### config.mk
export PLATFORM = sky130hd
export DESIGN_NAME = mem_arbiter
export DESIGN_NICKNAME = d
export VERILOG_FILES = /design/src/rtl/mem_arb_pkg.sv /design/src/rtl/mem_arb_pick.sv /design/src/rtl/mem_arbiter.sv
export SDC_FILE = /design/constraint.sdc
export NUM_CORES = 1
export LEC_CHECK = 0
export CAP_MARGIN = 20
export CORE_AREA = 5 5 334 336
export DETAILED_ROUTE_END_ITERATION = 8
export DIE_AREA = 0 0 339 341
export PLACE_DENSITY_LB_ADDON = 0.08
export SLEW_MARGIN = 20
export SYNTH_ARGS = -nofsm -noshare
export SYNTH_HDL_FRONTEND = slang
export SYNTH_HIERARCHICAL = 1
export SYNTH_SLANG_ARGS = --single-unit
### constraint.sdc
create_clock -name clk -period 6.54 [get_ports clk]
set_input_delay 1.308 -clock clk [delete_from_list [all_inputs] [get_ports clk]]
set_output_delay 1.308 -clock clk [all_outputs]
set_load 0.02 [all_outputs]
### src/rtl/mem_arb_pkg.sv
// Shared definitions for the two-port main-memory arbiter: FSM state
// encoding, owner codes and the default line width.
// Optional feature macro (used by mem_arb_pick / mem_arbiter): MEM_ARB_RR_EN.
package mem_arb_pkg;

    localparam int DEFAULT_LINE_SIZE = 128;
    localparam int DEFAULT_TIMEOUT   = 255;

    typedef enum logic [1:0] {
        ST_IDLE    = 2'd0,
        ST_SERVE_I = 2'd1,
        ST_SERVE_D = 2'd2,
        ST_DONE    = 2'd3
    } arb_state_t;

    localparam logic [1:0] OWNER_NONE = 2'b00;
    localparam logic [1:0] OWNER_I    = 2'b01;
    localparam logic [1:0] OWNER_D    = 2'b10;

    // Owner code visible on the port for a given arbiter state; only the
    // serving states own the memory.
    function automatic logic [1:0] owner_of(input arb_state_t st);
        logic [1:0] owner;
        owner = OWNER_NONE;
        if (st == ST_SERVE_I) begin
            owner = OWNER_I;
        end else if (st == ST_SERVE_D) begin
            owner = OWNER_D;
        end
        return owner;
    endfunction

endpackage

### src/rtl/mem_arb_pick.sv
// Winner select between the I-cache and D-cache requests. This is the only
// place the arbitration policy lives.
// MEM_ARB_RR_EN defined: round-robin on ties (side not served last wins).
// MEM_ARB_RR_EN undefined: fixed priority, D always beats I.
module mem_arb_pick (
    input  logic i_req,
    input  logic d_req,
`ifdef MEM_ARB_RR_EN
    input  logic last_was_d,
`endif
    output logic grant_i,
    output logic grant_d
);

    // At most one grant; a lone requester always wins.
    always_comb begin
        grant_i = 1'b0;
        grant_d = 1'b0;
`ifdef MEM_ARB_RR_EN
        if (i_req && d_req) begin
            if (last_was_d) begin
                grant_i = 1'b1;
            end else begin
                grant_d = 1'b1;
            end
        end else begin
            grant_i = i_req;
            grant_d = d_req;
        end
`else
        // D stalls freeze the whole pipeline, so D is never kept waiting.
        grant_d = d_req;
        grant_i = i_req & ~d_req;
`endif
    end

endmodule

### src/rtl/mem_arbiter.sv
// Two-port main-memory arbiter: I-cache and D-cache share one line-wide
// memory port. One requester is granted at a time; its command is latched
// in IDLE and replayed to memory for the whole grant, completion and read
// data are routed back to that requester only, then one turnaround cycle.
// A sticky watchdog flags grants that last TIMEOUT_CYCLES (0 = off).
// Optional feature macro: MEM_ARB_RR_EN (round-robin instead of D priority).
module mem_arbiter
    import mem_arb_pkg::*;
#(
    parameter int CACHE_LINE_SIZE = DEFAULT_LINE_SIZE,
    parameter int TIMEOUT_CYCLES  = DEFAULT_TIMEOUT
) (
    input  logic                       clk,
    input  logic                       reset,
    input  logic                       in_i_read_en,
    input  logic                       in_i_write_en,
    input  logic [31:0]                in_i_addr,
    input  logic [CACHE_LINE_SIZE-1:0] in_i_write_data,
    output logic [CACHE_LINE_SIZE-1:0] out_i_read_data,
    output logic                       out_i_ready,
    input  logic                       in_d_read_en,
    input  logic                       in_d_write_en,
    input  logic [31:0]                in_d_addr,
    input  logic [CACHE_LINE_SIZE-1:0] in_d_write_data,
    output logic [CACHE_LINE_SIZE-1:0] out_d_read_data,
    output logic                       out_d_ready,
    output logic                       out_mem_read_en,
    output logic                       out_mem_write_en,
    output logic [31:0]                out_mem_addr,
    output logic [CACHE_LINE_SIZE-1:0] out_mem_write_data,
    input  logic [CACHE_LINE_SIZE-1:0] in_mem_read_data,
    input  logic                       in_mem_ready,
    output logic [1:0]                 out_owner,
    output logic                       out_timeout
);

    // Watchdog counter is at least 8 bits and always wide enough to hold
    // the limit, so the compare below can actually be reached.
    localparam int CNT_W = ($clog2(TIMEOUT_CYCLES + 1) > 8) ? $clog2(TIMEOUT_CYCLES + 1) : 8;
    localparam logic [CNT_W-1:0] CNT_LIMIT = CNT_W'(TIMEOUT_CYCLES);

    arb_state_t                 state_reg;
    arb_state_t                 state_next;
    logic [31:0]                addr_reg;
    logic [CACHE_LINE_SIZE-1:0] wdata_reg;
    logic                       write_reg;
    logic                       read_reg;
    logic [CNT_W-1:0]           cnt_reg;
    logic [CNT_W-1:0]           cnt_inc;
    logic                       timeout_reg;

    logic i_req;
    logic d_req;
    logic grant_i;
    logic grant_d;
    logic serving;
    logic grant_taken;

    assign i_req       = in_i_read_en | in_i_write_en;
    assign d_req       = in_d_read_en | in_d_write_en;
    assign serving     = (state_reg == ST_SERVE_I) || (state_reg == ST_SERVE_D);
    assign grant_taken = (state_reg == ST_IDLE) && (grant_i || grant_d);
    assign cnt_inc     = cnt_reg + CNT_W'(1);

`ifdef MEM_ARB_RR_EN
    logic [1:0] last_owner_reg;
    logic       last_was_d;

    assign last_was_d = (last_owner_reg == OWNER_D);

    // Remember who was granted most recently; starts as I so the first tie
    // after reset goes to D.
    always_ff @(posedge clk or posedge reset) begin
        if (reset) begin
            last_owner_reg <= OWNER_I;
        end else if (grant_taken) begin
            last_owner_reg <= grant_d ? OWNER_D : OWNER_I;
        end
    end

    mem_arb_pick u_pick (
        .i_req      (i_req),
        .d_req      (d_req),
        .last_was_d (last_was_d),
        .grant_i    (grant_i),
        .grant_d    (grant_d)
    );
`else
    mem_arb_pick u_pick (
        .i_req   (i_req),
        .d_req   (d_req),
        .grant_i (grant_i),
        .grant_d (grant_d)
    );
`endif

    // FSM state register.
    always_ff @(posedge clk or posedge reset) begin
        if (reset) begin
            state_reg <= ST_IDLE;
        end else begin
            state_reg <= state_next;
        end
    end

    // Next state and all port outputs; everything is quiet outside SERVE.
    always_comb begin
        state_next         = state_reg;
        out_owner          = owner_of(state_reg);
        out_mem_read_en    = 1'b0;
        out_mem_write_en   = 1'b0;
        out_mem_addr       = 32'd0;
        out_mem_write_data = '0;
        out_i_ready        = 1'b0;
        out_i_read_data    = '0;
        out_d_ready        = 1'b0;
        out_d_read_data    = '0;

        if (serving) begin
            out_mem_read_en    = read_reg;
            out_mem_write_en   = write_reg;
            out_mem_addr       = addr_reg;
            out_mem_write_data = wdata_reg;
        end

        case (state_reg)
            ST_IDLE: begin
                if (grant_d) begin
                    state_next = ST_SERVE_D;
                end else if (grant_i) begin
                    state_next = ST_SERVE_I;
                end
            end
            ST_SERVE_I: begin
                if (in_mem_ready) begin
                    out_i_ready     = 1'b1;
                    out_i_read_data = in_mem_read_data;
                    state_next      = ST_DONE;
                end
            end
            ST_SERVE_D: begin
                if (in_mem_ready) begin
                    out_d_ready     = 1'b1;
                    out_d_read_data = in_mem_read_data;
                    state_next      = ST_DONE;
                end
            end
            ST_DONE: begin
                state_next = ST_IDLE;
            end
            default: begin
                state_next = ST_IDLE;
            end
        endcase
    end

    // Capture the winner's command in IDLE; write beats read when both are
    // raised, and the requester comes back for the read afterwards.
    always_ff @(posedge clk or posedge reset) begin
        if (reset) begin
            addr_reg  <= 32'd0;
            wdata_reg <= '0;
            write_reg <= 1'b0;
            read_reg  <= 1'b0;
        end else if (grant_taken) begin
            if (grant_d) begin
                addr_reg  <= in_d_addr;
                wdata_reg <= in_d_write_data;
                write_reg <= in_d_write_en;
                read_reg  <= in_d_read_en & ~in_d_write_en;
            end else begin
                addr_reg  <= in_i_addr;
                wdata_reg <= in_i_write_data;
                write_reg <= in_i_write_en;
                read_reg  <= in_i_read_en & ~in_i_write_en;
            end
        end
    end

    // Watchdog: count SERVE cycles of the current grant; the flag is sticky
    // and only reports, the grant itself keeps waiting for memory.
    always_ff @(posedge clk or posedge reset) begin
        if (reset) begin
            cnt_reg     <= '0;
            timeout_reg <= 1'b0;
        end else if (grant_taken) begin
            cnt_reg <= '0;
        end else if (serving) begin
            if (cnt_reg != {CNT_W{1'b1}}) begin
                cnt_reg <= cnt_inc;
            end
            if ((TIMEOUT_CYCLES != 0) && (cnt_inc == CNT_LIMIT)) begin
                timeout_reg <= 1'b1;
            end
        end
    end

    assign out_timeout = timeout_reg;

endmodule

== Word level (Yosys, flattened, before mapping) ==
Cells that the tools add are included.

* Bits in registers: 173
* Bits in read-only memories: 0
* Memories kept: 0
* Bits of input ports: 455
* RAM bits: 0
* Latch bits: 0

* Multiplexer cells: 23
* Bitwise operators: 9
* Div/mod/pow operators: 0
* Shift-type cells: 0
* Eq/ne operators: 7
* Multiply operators: 0
* Order comparisons: 0
* Reduce and logical (&&, ||, !) cells: 10
* $add $sub $neg: 1

{| class="wikitable"
|+ Operator list
! cell !! count
|-
| 2-to-1 mux 128 bit || 5
|-
| 2-to-1 mux 32 bit || 2
|-
| 2-to-1 mux 8 bit || 3
|-
| 2-to-1 mux 2 bit || 5
|-
| adder 8 x 1 -> 8 bit, second input constant || 1
|-
| equality test 8 bit, second input constant || 1
|-
| inequality test 8 bit, second input constant || 1
|-
| 2-to-1 mux 1 bit || 7
|-
| one-hot mux 2 bit (3 select lines) || 1
|-
| equality test 2 bit, second input constant || 2
|-
| NOT 1 bit || 4
|-
| AND reduction 2 bit || 2
|-
| nonzero test 2 bit || 2
|-
| bitwise AND 1 bit || 3
|-
| inequality test 3 bit, second input constant || 1
|-
| AND reduction 3 bit || 1
|-
| equality test 2 x 1 -> 1 bit, second input constant || 1
|-
| zero test 2 bit || 1
|-
| logical OR 1 bit || 2
|-
| inequality test 2 x 1 -> 1 bit, second input constant || 1
|-
| bitwise OR 1 bit || 2
|-
| OR reduction 2 bit || 1
|-
| logical AND 1 bit || 1
|}

== Logic depth before layout (Yosys ltp) ==
* Word-level depth: 7
* Depth in mapped cells: 9
* Gate-level depth less buffers: 6

== Hierarchy ==
The synthesis kept the hierarchy.

{| class="wikitable"
|+ By module, submodules not included
! module !! sequential area each (um^2) !! area each (um^2) !! cells each !! instances
|-
| mem_arbiter || 4,329.2 || 11,150.7 || 1,289 || 1
|-
| mem_arb_pick || 0.0 || 21.3 || 2 || 1
|}

== Worst setup path after synthesis ==
OpenSTA, ideal clock, no wires.

* Path kind: input to output
* From: input port in_mem_ready
* To: output port out_d_read_data[100]
* Path slack: 3.030 ns
* Arrival time: 2.202 ns
* Path buffers: 3
* Cell stages on the path: 4
* Path through: buf_2 -> clkbuf_1 -> clkbuf_1 -> and3_1

* Word-level cells in the longest chain between the ends: 2

{| class="wikitable"
|+ RTL lines
! element !! line !! RTL
|-
| from (decl) || mem_arbiter.sv:32 || <nowiki>input logic in_mem_ready,</nowiki>
|-
| 2-to-1 mux 128 bit || mem_arbiter.sv:142 || <nowiki>if (in_mem_ready) begin</nowiki>
|-
| 2-to-1 mux 128 bit || mem_arbiter.sv:126 || <nowiki>case (state_reg)</nowiki>
|-
| to (decl) || mem_arbiter.sv:25 || <nowiki>output logic [CACHE_LINE_SIZE-1:0] out_d_read_data,</nowiki>
|}

Every way passes these cells.

== Worst setup path in the final report ==
* From: register state_reg[1]
* To: output port out_i_read_data[20]

* Word-level cells in the longest chain between the ends: 2

{| class="wikitable"
|+ RTL lines
! element !! line !! RTL
|-
| from (decl) || mem_arbiter.sv:42 || <nowiki>arb_state_t state_reg;</nowiki>
|-
| from (signal assigned) || mem_arbiter.sv:102 || <nowiki>state_reg <= state_next;</nowiki>
|-
| equality test 2 x 1 -> 1 bit || mem_arbiter.sv:126 ||
|-
| 2-to-1 mux 128 bit || mem_arbiter.sv:126 ||
|-
| to (decl) || mem_arbiter.sv:19 || <nowiki>output logic [CACHE_LINE_SIZE-1:0] out_i_read_data,</nowiki>
|}

Every way passes these cells.

==> reports/results.txt <==
Outcome -> complete, no violations
Start point of the critical path -> state_reg[1]
Insertion delay to the later sink of the worst-skew pair -> 490 ps
Arrival @ worst endpoint -> 3300 ps
Leakage -> 0.00987 uW
Maximum number of pins on one net before global-route repair -> 147
Flip-flop and latch count after synthesis -> 173
FP Rows -> 121
Seq. cell area -> 4330 um2
Global-route wire length before repair -> 105000 um
Capture point of the worst path -> out_i_read_data[20]
Number of violations of the max-capacitance limit -> 0
Input/output buffers -> 877
Share of post-route cells with drive strength above 1 -> 2.60%
Post-CTS clock slew at the launch and capture registers of the worst setup and hold paths -> 70 ps
Total wire length -> 77100 um
Weighted congestion at the end of routability-driven global placement -> 0.774
Post-synth EDFFs -> 0
Critical path capture point type -> output pin
Overall routing resource usage -> 12.7%
Count of clock tree sinks -> 173
Antenna violations before repair -> 6
Post-synth top flop -> sky130_fd_sc_hd__dfrtp_1
Depth of the worst register-to-register path -> 5
Measured slew at the worst slew-check pin -> 934 ps
Post-synthesis area per instance -> 8.65 um2
Main area contributors after synthesis -> sky130_fd_sc_hd__dfrtp_1 39%, sky130_fd_sc_hd__and3_1 15%, sky130_fd_sc_hd__mux2i_1 14%
Clk Tree Root Cell -> sky130_fd_sc_hd__clkbuf_16
Biggest area consumer among synthesized cells -> sky130_fd_sc_hd__dfrtp_1
Worst endpoint required time -> 5230 ps
Post-route clock period utilization -> 70.4%
Share of the yosys chip area belonging to registers -> 38.8%
Number of H-tree branching levels -> 4
GRT Residual Overflow -> 0
Average vias per placed instance -> 3.53
Skew final -> 14.2 ps
Highest net fanout along the worst path -> 76
Number of I/O pins -> 878
Post-synthesis instance area -> 11200 um2
Fillers -> 12018
Horiz. Die Dim -> 339 um
Post-CTS setup buffers -> 0
HPWL after DPL -> 62400 um
Slack of the worst reg-to-reg path -> 4640 ps
Worst setup path class -> flip-flop to output pin
CTS tree -> yes
Areal power density over the cells -> 389 nW/um2
Area share of the largest cell type after synthesis -> 38.8%
Die footprint -> 116000 um2
Core area -> 108000 um2
Capture point of the worst reg-to-reg path -> wdata_reg[21]
Starting density of the core -> 10.3%
Relative slew margins -> 37.7%
Setup TNS -> 0 ps
Async S/R FF share, synth -> 100%
Cell variety after synth -> 43
Max Freq -> 217 MHz
Via count of the first global-routing pass -> 12909
Startpoint of the worst-slack reg-to-reg timing path -> state_reg[0]
Critical path startpoint category -> flip-flop
Number of resized instances in the post-cts repair step -> 0
Via total after detailed routing -> 12342
Unrepaired setup endpoints after global routing -> no
Area added between synthesis and finish -> 95.8%
Routed length per instance -> 22.1 um
Mapped Cells -> 1291
Net count after synthesis -> 1751
Post-DRT Antenna Nets -> 0
Top cells by count, synth -> 259 x sky130_fd_sc_hd__and3_1, 173 x sky130_fd_sc_hd__dfrtp_1, 167 x sky130_fd_sc_hd__nand2_1
Hold violation total from the final report -> 0
Largest voltage drop on the vdd net -> 157 uV
Deepest clock path buffer count -> 2
Final net count -> 2525
Footprint of the multi-input gates -> 6200 um2
Minimum clock period after layout -> 4600 ps
Final-report setup violation count -> 0
DR pass1 iterations -> 4
Number of buffers created by CTS -> 17
Max FFs per register -> 128
Slew Viols, Final -> 0
Final worst hold slack -> 472 ps
Drt initial violations -> 474
Die Ht -> 341 um
DRC errors left -> 0
Ys Warns -> 6
Count leader, synth -> sky130_fd_sc_hd__and3_1
Path category of the worst min-delay check -> flip-flop to flip-flop
CTS Hold Buffers Added -> 0
-- layout make-up --
class                      count  area share, %
clock inverter                14          0.635
clock buffer                  18           1.96
multi-input combinational    976           28.3
sequential                   173           19.8
tap                         1414           8.09
inverter                       6          0.137
timing repair buffer         891           41.0
antenna                        3         0.0343
-- placed cells by master (no fill, tap or decap), types with 2 or more instances in the layout --
cell	n
sky130_fd_sc_hd__clkdlybuf4s50_1	876
sky130_fd_sc_hd__and3_1	259
sky130_fd_sc_hd__dfrtp_1	173
sky130_fd_sc_hd__nand2_1	167
sky130_fd_sc_hd__and2_1	165
sky130_fd_sc_hd__mux2i_1	161
sky130_fd_sc_hd__o21ai_1	143
sky130_fd_sc_hd__o21ai_0	23
sky130_fd_sc_hd__clkbuf_16	17
sky130_fd_sc_hd__buf_4	7
sky130_fd_sc_hd__buf_12	7
sky130_fd_sc_hd__inv_8	6
sky130_fd_sc_hd__nor2_1	6
sky130_fd_sc_hd__inv_1	5
sky130_fd_sc_hd__a21oi_1	5
sky130_fd_sc_hd__inv_6	5
sky130_fd_sc_hd__nand3_1	4
sky130_fd_sc_hd__diode_2	3
sky130_fd_sc_hd__a31oi_1	3
sky130_fd_sc_hd__a211oi_1	3
sky130_fd_sc_hd__nand2b_1	3
sky130_fd_sc_hd__ha_4	3
sky130_fd_sc_hd__xnor2_1	2
sky130_fd_sc_hd__nor3_1	2
sky130_fd_sc_hd__nand4_1	2
sky130_fd_sc_hd__xor2_1	2
sky130_fd_sc_hd__ha_1	2
sky130_fd_sc_hd__clkinv_4	2
-- metal layers --
metal	routed length, um	track usage, %	vias up	share of wire [%]
met1	26900	12.5	5778	35
met3	5820	4.47	67	7.6
li1	-	-	5986	-
met5	46	0	-	0.060
met4	2430	4.65	6	3.1
met2	41900	24.5	505	54
-- report_power, final --
| group | leakage [uW] | internal (uW) | switching (uW) |
|---|---|---|---|
| sequential | 0.00216 | 1570 | 237 |
| combinational | 0.00743 | 2430 | 3210 |
| clock | 0.000283 | 509 | 547 |
| total | 0.00987 | 4500 | 4000 |
-- metrics by stage --
step | std cells | power, uW | worst slack [ps] | util [%] | cell area, um2
after floorplan | 1291 | 4690 | 544 | - | 11200
after global placement | 3460 | 7670 | 2020 | 19.7 | 21300
after detailed placement | 3460 | 7650 | 1980 | 19.7 | 21300
after CTS | 3492 | 8800 | 1830 | 20.2 | 21900
after global routing | 3494 | 9150 | 1760 | 20.2 | 21900
final | 3495 | 8500 | 1940 | 20.2 | 21900
-- worst min path at each step --
| stage | startpoint | to | slack (ps) | cells after the start |
|---|---|---|---|---|
| after floorplan | wdata_reg[10] | wdata_reg[10] | 440 | 2 |
| after global placement | wdata_reg[11] | wdata_reg[11] | 460 | 2 |
| after detailed placement | wdata_reg[10] | wdata_reg[10] | 460 | 2 |
| after CTS | wdata_reg[10] | wdata_reg[10] | 480 | 2 |
| after global routing | wdata_reg[17] | wdata_reg[17] | 500 | 2 |
| final | wdata_reg[24] | wdata_reg[24] | 470 | 2 |
-- worst max-delay path, cell delays in order (launching register included) --
cell                              delay, ps
sky130_fd_sc_hd__dfrtp_1                440
sky130_fd_sc_hd__inv_1                  160
sky130_fd_sc_hd__ha_4                   530
sky130_fd_sc_hd__buf_4                  630
sky130_fd_sc_hd__and3_1                 270
sky130_fd_sc_hd__clkdlybuf4s50_1        760
-- kinds of logic after synthesis --
family | after synthesis | synth area share (%)
XOR/XNOR | 4 | 0.314
multiplexers | 161 | 14.4
flip-flops | 173 | 38.8
buffers and inverters | 142 | 6.23
AND/OR/NAND/NOR | 617 | 30.8
adder cells (fa/ha/maj) | 5 | 0.560
AO/OA/AOI/OAI | 189 | 8.96
No activity file was read; power rests on OpenSTA's default activity.
